### src/rtl/full_calc_pkg.sv
// Shared encodings for the full calculator control unit: FSM state codes,
// multi-cycle opcodes and write-data mux selects.
package full_calc_pkg;

    localparam logic [3:0] IDLE     = 4'd0;
    localparam logic [3:0] LOAD_A   = 4'd1;
    localparam logic [3:0] LOAD_B   = 4'd2;
    localparam logic [3:0] DECODE   = 4'd3;
    localparam logic [3:0] EXEC_ALU = 4'd4;
    localparam logic [3:0] MC_START = 4'd5;
    localparam logic [3:0] MC_WAIT  = 4'd6;
    localparam logic [3:0] WB_MC    = 4'd7;
    localparam logic [3:0] DONE     = 4'd8;
    localparam logic [3:0] ERR      = 4'd9;

    localparam int unsigned OP_MUL = 4;
    localparam int unsigned OP_DIV = 5;
    localparam int unsigned OP_MOD = 6;

    localparam logic [1:0] S1_ALU = 2'd0;
    localparam logic [1:0] S1_MC  = 2'd1;
    localparam logic [1:0] S1_INB = 2'd2;
    localparam logic [1:0] S1_INA = 2'd3;

endpackage

### src/rtl/full_calc_cu_if.sv
// Request/status and datapath-control bundle between the calculator control unit
// and its surroundings (register file, ALU, multi-cycle unit, requester).
interface full_calc_cu_if #(
    parameter int unsigned ADDR_W = 2,
    parameter int unsigned OP_W   = 3
);
    logic              Go;
    logic              Acc;
    logic [OP_W-1:0]   Op;
    logic              mc_done;
    logic              mc_err;
    logic [3:0]        CS;
    logic              Done;
    logic              Err;
    logic [1:0]        s1;
    logic [ADDR_W-1:0] wa;
    logic              we;
    logic [ADDR_W-1:0] raa;
    logic              rea;
    logic [ADDR_W-1:0] rab;
    logic              reb;
    logic [1:0]        c;
    logic              s2;
    logic              mc_start;
    logic [1:0]        mc_op;

    modport master (
        output Go, Acc, Op, mc_done, mc_err,
        input  CS, Done, Err, s1, wa, we, raa, rea, rab, reb, c, s2, mc_start, mc_op
    );

    modport slave (
        input  Go, Acc, Op, mc_done, mc_err,
        output CS, Done, Err, s1, wa, we, raa, rea, rab, reb, c, s2, mc_start, mc_op
    );
endinterface

### src/rtl/full_calc_timeout.sv
// Clear/enable cycle counter that flags expiry once TIMEOUT cycles have been counted.
module full_calc_timeout #(
    parameter int unsigned TIMEOUT = 64
) (
    input  logic clk_i,
    input  logic rst_ni,
    input  logic clr_i,
    input  logic en_i,
    output logic expired_o
);
    localparam int unsigned CW = (TIMEOUT > 2) ? $clog2(TIMEOUT) : 1;

    logic [CW-1:0] cnt_q, cnt_d;

    always_comb begin
        cnt_d = cnt_q;
        if (clr_i) begin
            cnt_d = '0;
        end else if (en_i) begin
            cnt_d = cnt_q + 1'b1;
        end
    end

    always_ff @(posedge clk_i or negedge rst_ni) begin
        if (!rst_ni) begin
            cnt_q <= '0;
        end else begin
            cnt_q <= cnt_d;
        end
    end

    // Expiry is seen during the TIMEOUT-th enabled cycle, so the owner leaves on that edge.
    assign expired_o = (cnt_q == CW'(TIMEOUT - 1));

endmodule

### src/rtl/full_calc_cu.sv
// Calculator control unit: sequences operand loads, single-cycle ALU ops and
// start/done multi-cycle ops, with accumulate mode, timeout and error reporting.
module full_calc_cu
    import full_calc_pkg::*;
#(
    parameter int unsigned ADDR_W  = 2,
    parameter int unsigned REG_A   = 1,
    parameter int unsigned REG_B   = 2,
    parameter int unsigned REG_R   = 3,
    parameter int unsigned OP_W    = 3,
    parameter int unsigned TIMEOUT = 64
) (
    input  logic           CLK,
    input  logic           RST_N,
    full_calc_cu_if.slave  bus
);
    logic [3:0]      cs_q, cs_d;
    logic [OP_W-1:0] op_q, op_d;
    logic            acc_q, acc_d;
    logic            tmr_expired;

    full_calc_timeout #(
        .TIMEOUT (TIMEOUT)
    ) u_timeout (
        .clk_i     (CLK),
        .rst_ni    (RST_N),
        .clr_i     (cs_q == MC_START),
        .en_i      (cs_q == MC_WAIT),
        .expired_o (tmr_expired)
    );

    always_comb begin
        cs_d  = cs_q;
        op_d  = op_q;
        acc_d = acc_q;
        case (cs_q)
            IDLE: begin
                if (bus.Go) begin
                    op_d  = bus.Op;
                    acc_d = bus.Acc;
                    cs_d  = bus.Acc ? LOAD_B : LOAD_A;
                end
            end
            LOAD_A:   cs_d = LOAD_B;
            LOAD_B:   cs_d = DECODE;
            DECODE: begin
                if (op_q < OP_W'(OP_MUL)) begin
                    cs_d = EXEC_ALU;
                end else if (op_q <= OP_W'(OP_MOD)) begin
                    cs_d = MC_START;
                end else begin
                    cs_d = ERR;
                end
            end
            EXEC_ALU: cs_d = DONE;
            MC_START: cs_d = MC_WAIT;
            MC_WAIT: begin
                // A result arriving on the expiry cycle still counts.
                if (bus.mc_done) begin
                    cs_d = bus.mc_err ? ERR : WB_MC;
                end else if (tmr_expired) begin
                    cs_d = ERR;
                end
            end
            WB_MC:    cs_d = DONE;
            DONE, ERR: begin
                if (!bus.Go) begin
                    cs_d = IDLE;
                end
            end
            default:  cs_d = IDLE;
        endcase
    end

    always_ff @(posedge CLK or negedge RST_N) begin
        if (!RST_N) begin
            cs_q  <= IDLE;
            op_q  <= '0;
            acc_q <= 1'b0;
        end else begin
            cs_q  <= cs_d;
            op_q  <= op_d;
            acc_q <= acc_d;
        end
    end

    logic [ADDR_W-1:0] raa_op;
    logic [1:0]        mc_code;

    // In accumulate mode operand A is the previous result.
    assign raa_op  = acc_q ? ADDR_W'(REG_R) : ADDR_W'(REG_A);
    assign mc_code = 2'(op_q - OP_W'(OP_MUL));

    always_comb begin
        bus.CS       = cs_q;
        bus.Done     = 1'b0;
        bus.Err      = 1'b0;
        bus.s1       = S1_ALU;
        bus.wa       = '0;
        bus.we       = 1'b0;
        bus.raa      = '0;
        bus.rea      = 1'b0;
        bus.rab      = '0;
        bus.reb      = 1'b0;
        bus.c        = 2'd0;
        bus.s2       = 1'b0;
        bus.mc_start = 1'b0;
        bus.mc_op    = 2'd0;
        case (cs_q)
            LOAD_A: begin
                bus.s1 = S1_INA;
                bus.wa = ADDR_W'(REG_A);
                bus.we = 1'b1;
            end
            LOAD_B: begin
                bus.s1 = S1_INB;
                bus.wa = ADDR_W'(REG_B);
                bus.we = 1'b1;
            end
            EXEC_ALU: begin
                bus.s1  = S1_ALU;
                bus.wa  = ADDR_W'(REG_R);
                bus.we  = 1'b1;
                bus.raa = raa_op;
                bus.rea = 1'b1;
                bus.rab = ADDR_W'(REG_B);
                bus.reb = 1'b1;
                bus.c   = op_q[1:0];
            end
            MC_START, MC_WAIT: begin
                bus.mc_start = (cs_q == MC_START);
                bus.mc_op    = mc_code;
                bus.raa      = raa_op;
                bus.rea      = 1'b1;
                bus.rab      = ADDR_W'(REG_B);
                bus.reb      = 1'b1;
            end
            WB_MC: begin
                bus.s1 = S1_MC;
                bus.wa = ADDR_W'(REG_R);
                bus.we = 1'b1;
            end
            DONE: begin
                bus.Done = 1'b1;
                bus.s2   = 1'b1;
                bus.raa  = ADDR_W'(REG_R);
                bus.rea  = 1'b1;
            end
            ERR: begin
                bus.Done = 1'b1;
                bus.Err  = 1'b1;
            end
            default: ;
        endcase
    end

endmodule

### src/flat_wrapper.sv
// flat-port wrapper written by rule: the top's interface ports become plain ports
module full_calc_cu_flat import full_calc_pkg::*;
#(
    parameter int unsigned ADDR_W  = 2,
    parameter int unsigned REG_A   = 1,
    parameter int unsigned REG_B   = 2,
    parameter int unsigned REG_R   = 3,
    parameter int unsigned OP_W    = 3,
    parameter int unsigned TIMEOUT = 64
)
  (CLK, RST_N, bus_Go, bus_Acc, bus_Op, bus_mc_done, bus_mc_err, bus_CS, bus_Done, bus_Err, bus_s1, bus_wa, bus_we, bus_raa, bus_rea, bus_rab, bus_reb, bus_c, bus_s2, bus_mc_start, bus_mc_op);
  full_calc_cu_if #(.ADDR_W(ADDR_W), .OP_W(OP_W)) bus_i ();
  input  logic CLK;
  input  logic RST_N;
  input wire logic [$bits(bus_i.Go)-1:0] bus_Go;
  input wire logic [$bits(bus_i.Acc)-1:0] bus_Acc;
  input wire logic [$bits(bus_i.Op)-1:0] bus_Op;
  input wire logic [$bits(bus_i.mc_done)-1:0] bus_mc_done;
  input wire logic [$bits(bus_i.mc_err)-1:0] bus_mc_err;
  output wire logic [$bits(bus_i.CS)-1:0] bus_CS;
  output wire logic [$bits(bus_i.Done)-1:0] bus_Done;
  output wire logic [$bits(bus_i.Err)-1:0] bus_Err;
  output wire logic [$bits(bus_i.s1)-1:0] bus_s1;
  output wire logic [$bits(bus_i.wa)-1:0] bus_wa;
  output wire logic [$bits(bus_i.we)-1:0] bus_we;
  output wire logic [$bits(bus_i.raa)-1:0] bus_raa;
  output wire logic [$bits(bus_i.rea)-1:0] bus_rea;
  output wire logic [$bits(bus_i.rab)-1:0] bus_rab;
  output wire logic [$bits(bus_i.reb)-1:0] bus_reb;
  output wire logic [$bits(bus_i.c)-1:0] bus_c;
  output wire logic [$bits(bus_i.s2)-1:0] bus_s2;
  output wire logic [$bits(bus_i.mc_start)-1:0] bus_mc_start;
  output wire logic [$bits(bus_i.mc_op)-1:0] bus_mc_op;
  assign bus_i.Go = bus_Go;
  assign bus_i.Acc = bus_Acc;
  assign bus_i.Op = bus_Op;
  assign bus_i.mc_done = bus_mc_done;
  assign bus_i.mc_err = bus_mc_err;
  assign bus_CS = bus_i.CS;
  assign bus_Done = bus_i.Done;
  assign bus_Err = bus_i.Err;
  assign bus_s1 = bus_i.s1;
  assign bus_wa = bus_i.wa;
  assign bus_we = bus_i.we;
  assign bus_raa = bus_i.raa;
  assign bus_rea = bus_i.rea;
  assign bus_rab = bus_i.rab;
  assign bus_reb = bus_i.reb;
  assign bus_c = bus_i.c;
  assign bus_s2 = bus_i.s2;
  assign bus_mc_start = bus_i.mc_start;
  assign bus_mc_op = bus_i.mc_op;
  full_calc_cu #(.ADDR_W(ADDR_W), .REG_A(REG_A), .REG_B(REG_B), .REG_R(REG_R), .OP_W(OP_W), .TIMEOUT(TIMEOUT)) u_core (.CLK(CLK), .RST_N(RST_N), .bus(bus_i));
endmodule
### config.mk
export PLATFORM = sky130hd
export DESIGN_NAME = full_calc_cu_flat
export DESIGN_NICKNAME = d
export VERILOG_FILES = /design/src/rtl/full_calc_pkg.sv /design/src/rtl/full_calc_cu_if.sv /design/src/rtl/full_calc_timeout.sv /design/src/rtl/full_calc_cu.sv /design/src/flat_wrapper.sv
export SDC_FILE = /design/constraint.sdc
export NUM_CORES = 1
export LEC_CHECK = 0
export BUFFER_PORTS_ARGS = -buffer_cell sky130_fd_sc_hd__buf_4
export CAP_MARGIN = 20
export CORE_UTILIZATION = 45
export CTS_CLUSTER_DIAMETER = 120
export DETAILED_ROUTE_END_ITERATION = 16
export PLACE_DENSITY = 0.72
export SETUP_SLACK_MARGIN = 0.5
export SLEW_MARGIN = 20
export SYNTH_ARGS = -nofsm -noshare
export SYNTH_HDL_FRONTEND = slang
export SYNTH_SLANG_ARGS = --single-unit
export TNS_END_PERCENT = 50
### constraint.sdc
create_clock -name CLK -period 2.5 [get_ports CLK]
set_input_delay 0.25 -clock CLK [delete_from_list [all_inputs] [get_ports CLK]]
set_output_delay 0.25 -clock CLK [all_outputs]
set_load 0.02 [all_outputs]
==> results.cfg <==
[worst_setup_path]
endpoint_kind = output port
worstPathMaxFanout = 15
cp-start-kind = flip-flop
cp.required_ns = 2.25
worstPathArrival_ns = 1.69
crit_type = reg2out
r2r_slack_ns = 0.71

[power_and_ir_drop]
ir_worst_vdd_v = 0.000836
p_leak_nw = 0.591
power_mw = 1.72
powerDensity_nw_per_um2 = 1320

[final_layout]
final_cell_area_sq_um = 1300
areaGrowthSynthToFinish_pct = 31.4
seqCellArea_sq_um = 357
drive_above_1_share_pct = 42.1
fillers = 168
antenna_cells = 0
fin_util_pct = 64.4
final_nets = 151
multiInputGateArea_sq_um = 584

[global_routing]
grt_pass1_vias = 823
grt_pass1_wl_mm = 3.69
overflow = 0
grt.total_usage_pct = 19.9
antenna_found_initial = 0
grt_max_degree = 22

[timing]
finalCriticalPeriod_ns = 1.94
setup_slack_ns = 0.561
hold_viol_final = 0
rsz0062_at_grt = yes
fmax_ghz = 0.516
fin_crit_sh_pct = 77.6
timing.setup.tns_ns = 0
finalSetupViolCount = 0
skew_ns = 0.00343
maxSlewViolCount = 0

[yosys]
synth_top_cell_by_area = dfrtp_1
syn_area_sq_um = 991
synth_enable_flop_cells = 0
async_flop_share_pct = 100
syn_avg_cell_area_sq_um = 9.09
syn_inst = 109
synth_common_cells = dfrtp_1, nand2_1, a21oi_1
synth_most_common_cell = dfrtp_1
ys_seq_area_share_pct = 35.4
netlist.area_leader.share_pct = 35.4
synth_ff_type = dfrtp_1
synth_fp_nets = 119
ys_warn_count = 0
ys_types = 43
synth_area_leaders = dfrtp_1, mux2_2, a21oi_1, nand2_1, buf_6
ys_seq_elements = 14

[clock_tree]
cts_buffers = 3
cts_root_buf = clkbuf_4
cts.clk_slew.worst_paths_ns = 0.09
worst_skew_pair.late_latency_ns = 0.28
cts_tree = built
cts_buffer_depth = 2
htree_levels = 1
clock_sinks = 14

[place]
io_buffers = 30
placed_area_sq_um = 1190
gp_congestion = 0.866
dpl.hpwl_mm = 1.56
pre_cts_ws_ns = 0.701

[job]
max-cap-violations = 0

[detailed_routing]
viasPerCell = 5.57
drc_errors = 0
firstDrtPassIters = 4
wl_mm = 2.31
postRouteAntennaNets = 0
detailroute.via_count = 931
wl_per_cell_microns = 13.8
dr.first_iter.drc_count = 30

[die]
die-height_microns = 48.9
num_rows = 16
die_w_microns = 48.9
core-area_sq_um = 2020
initial_core_util_pct = 49.0
dieArea_sq_um = 2390
io_pins = 32

[min_path]
hp-class = in2reg

[outcome]
status = completed
[power breakdown]
group,internal (mW),switching [mW]
Clock,0.0886,0.0814
Sequential,0.314,0.142
Combinational,0.522,0.572
[area by class of cell]
type | count | area share, %
Multi-Input combinational cell | 82 | 44.9
Sequential cell | 14 | 27.4
Timing Repair Buffer | 37 | 21.5
Clock buffer | 4 | 2.79
Tap cell | 27 | 2.59
Inverter | 3 | 0.865
[flip-flops by register name, indices dropped and copies added (netlist names)]
signal,flops
u_core.bus.CS,4
u_core.acc_q,1
u_core.u_timeout.cnt_q,6
u_core.op_q,3
[path summary, 6_finish.rpt]
| check | startpoint | endpoint | cells past startpoint |
|---|---|---|---|
| hold / removal | bus_Op[2] | u_core.op_q[2] | 2 |
| max in group asynchronous | RST_N | u_core.bus.CS[0] | 2 |
| setup reg to reg | u_core.bus.CS[1] | u_core.bus.CS[0] | 5 |
| min in group asynchronous | RST_N | u_core.u_timeout.cnt_q[0] | 2 |
| hold reg to reg | u_core.u_timeout.cnt_q[3] | u_core.u_timeout.cnt_q[3] | 1 |
| setup / recovery | u_core.bus.CS[1] | bus_raa[0] | 4 |
[logic make-up after synthesis]
group / synth area share (%)
AO/OA/AOI/OAI: 20.8
XOR/XNOR: 2.65
adder cells (fa/ha/maj): 1.26
buffers and inverters: 8.46
flip-flops: 35.4
multiplexers: 4.55
other: 0.378
AND/OR/NAND/NOR: 26.5
[through the flow]
| stage | cells | hold slack, ns |
|---|---|---|
| floorplan | 109 | -0.0456 |
| global placement | 158 | 0.108 |
| detailed placement | 158 | 0.111 |
| CTS | 163 | 0.185 |
| global route | 167 | 0.183 |
| finish | 167 | 0.193 |
[timing repair]
item / in CTS / in global routing
buffers inserted: 0 / 4
pin swaps: 0 / 0
hold buffers: 1 / 0
endpoints found under the setup margin: 6 / 10
endpoints found under the hold margin: 14 / 0
gates resized for setup: 2 / 7
[layout by cell type, fill, tap and decap left out, types with 3 or more instances in the layout]
| master | netlist | routed |
|---|---|---|
| clkbuf_4 | 0 | 4 |
| buf_4 | 2 | 35 |
| nor4_1 | 3 | 3 |
| nor2_1 | 7 | 7 |
| mux2_2 | 4 | 4 |
| or2_2 | 3 | 3 |
| dfrtp_1 | 14 | 11 |
| inv_1 | 3 | 3 |
| nand2_1 | 10 | 10 |
| o21ai_0 | 6 | 6 |
| nor3b_1 | 4 | 3 |
| a21oi_1 | 8 | 7 |
[metal layers]
metal  GRT usage [%]  share of wire, %  vias up
met5               0                 0        -
met4            8.33              0.61        0
met3            3.74               4.7        2
met2            31.5                49       29
met1            26.6                45      448
li1                -                 -      452
[worst max-delay path, cell delays in order (launching register included)]
cell	delay, ns
dfrtp_1	0.53
buf_4	0.30
a21oi_2	0.12
or2_2	0.29
buf_4	0.16
No activity file was read; power rests on OpenSTA's default activity.
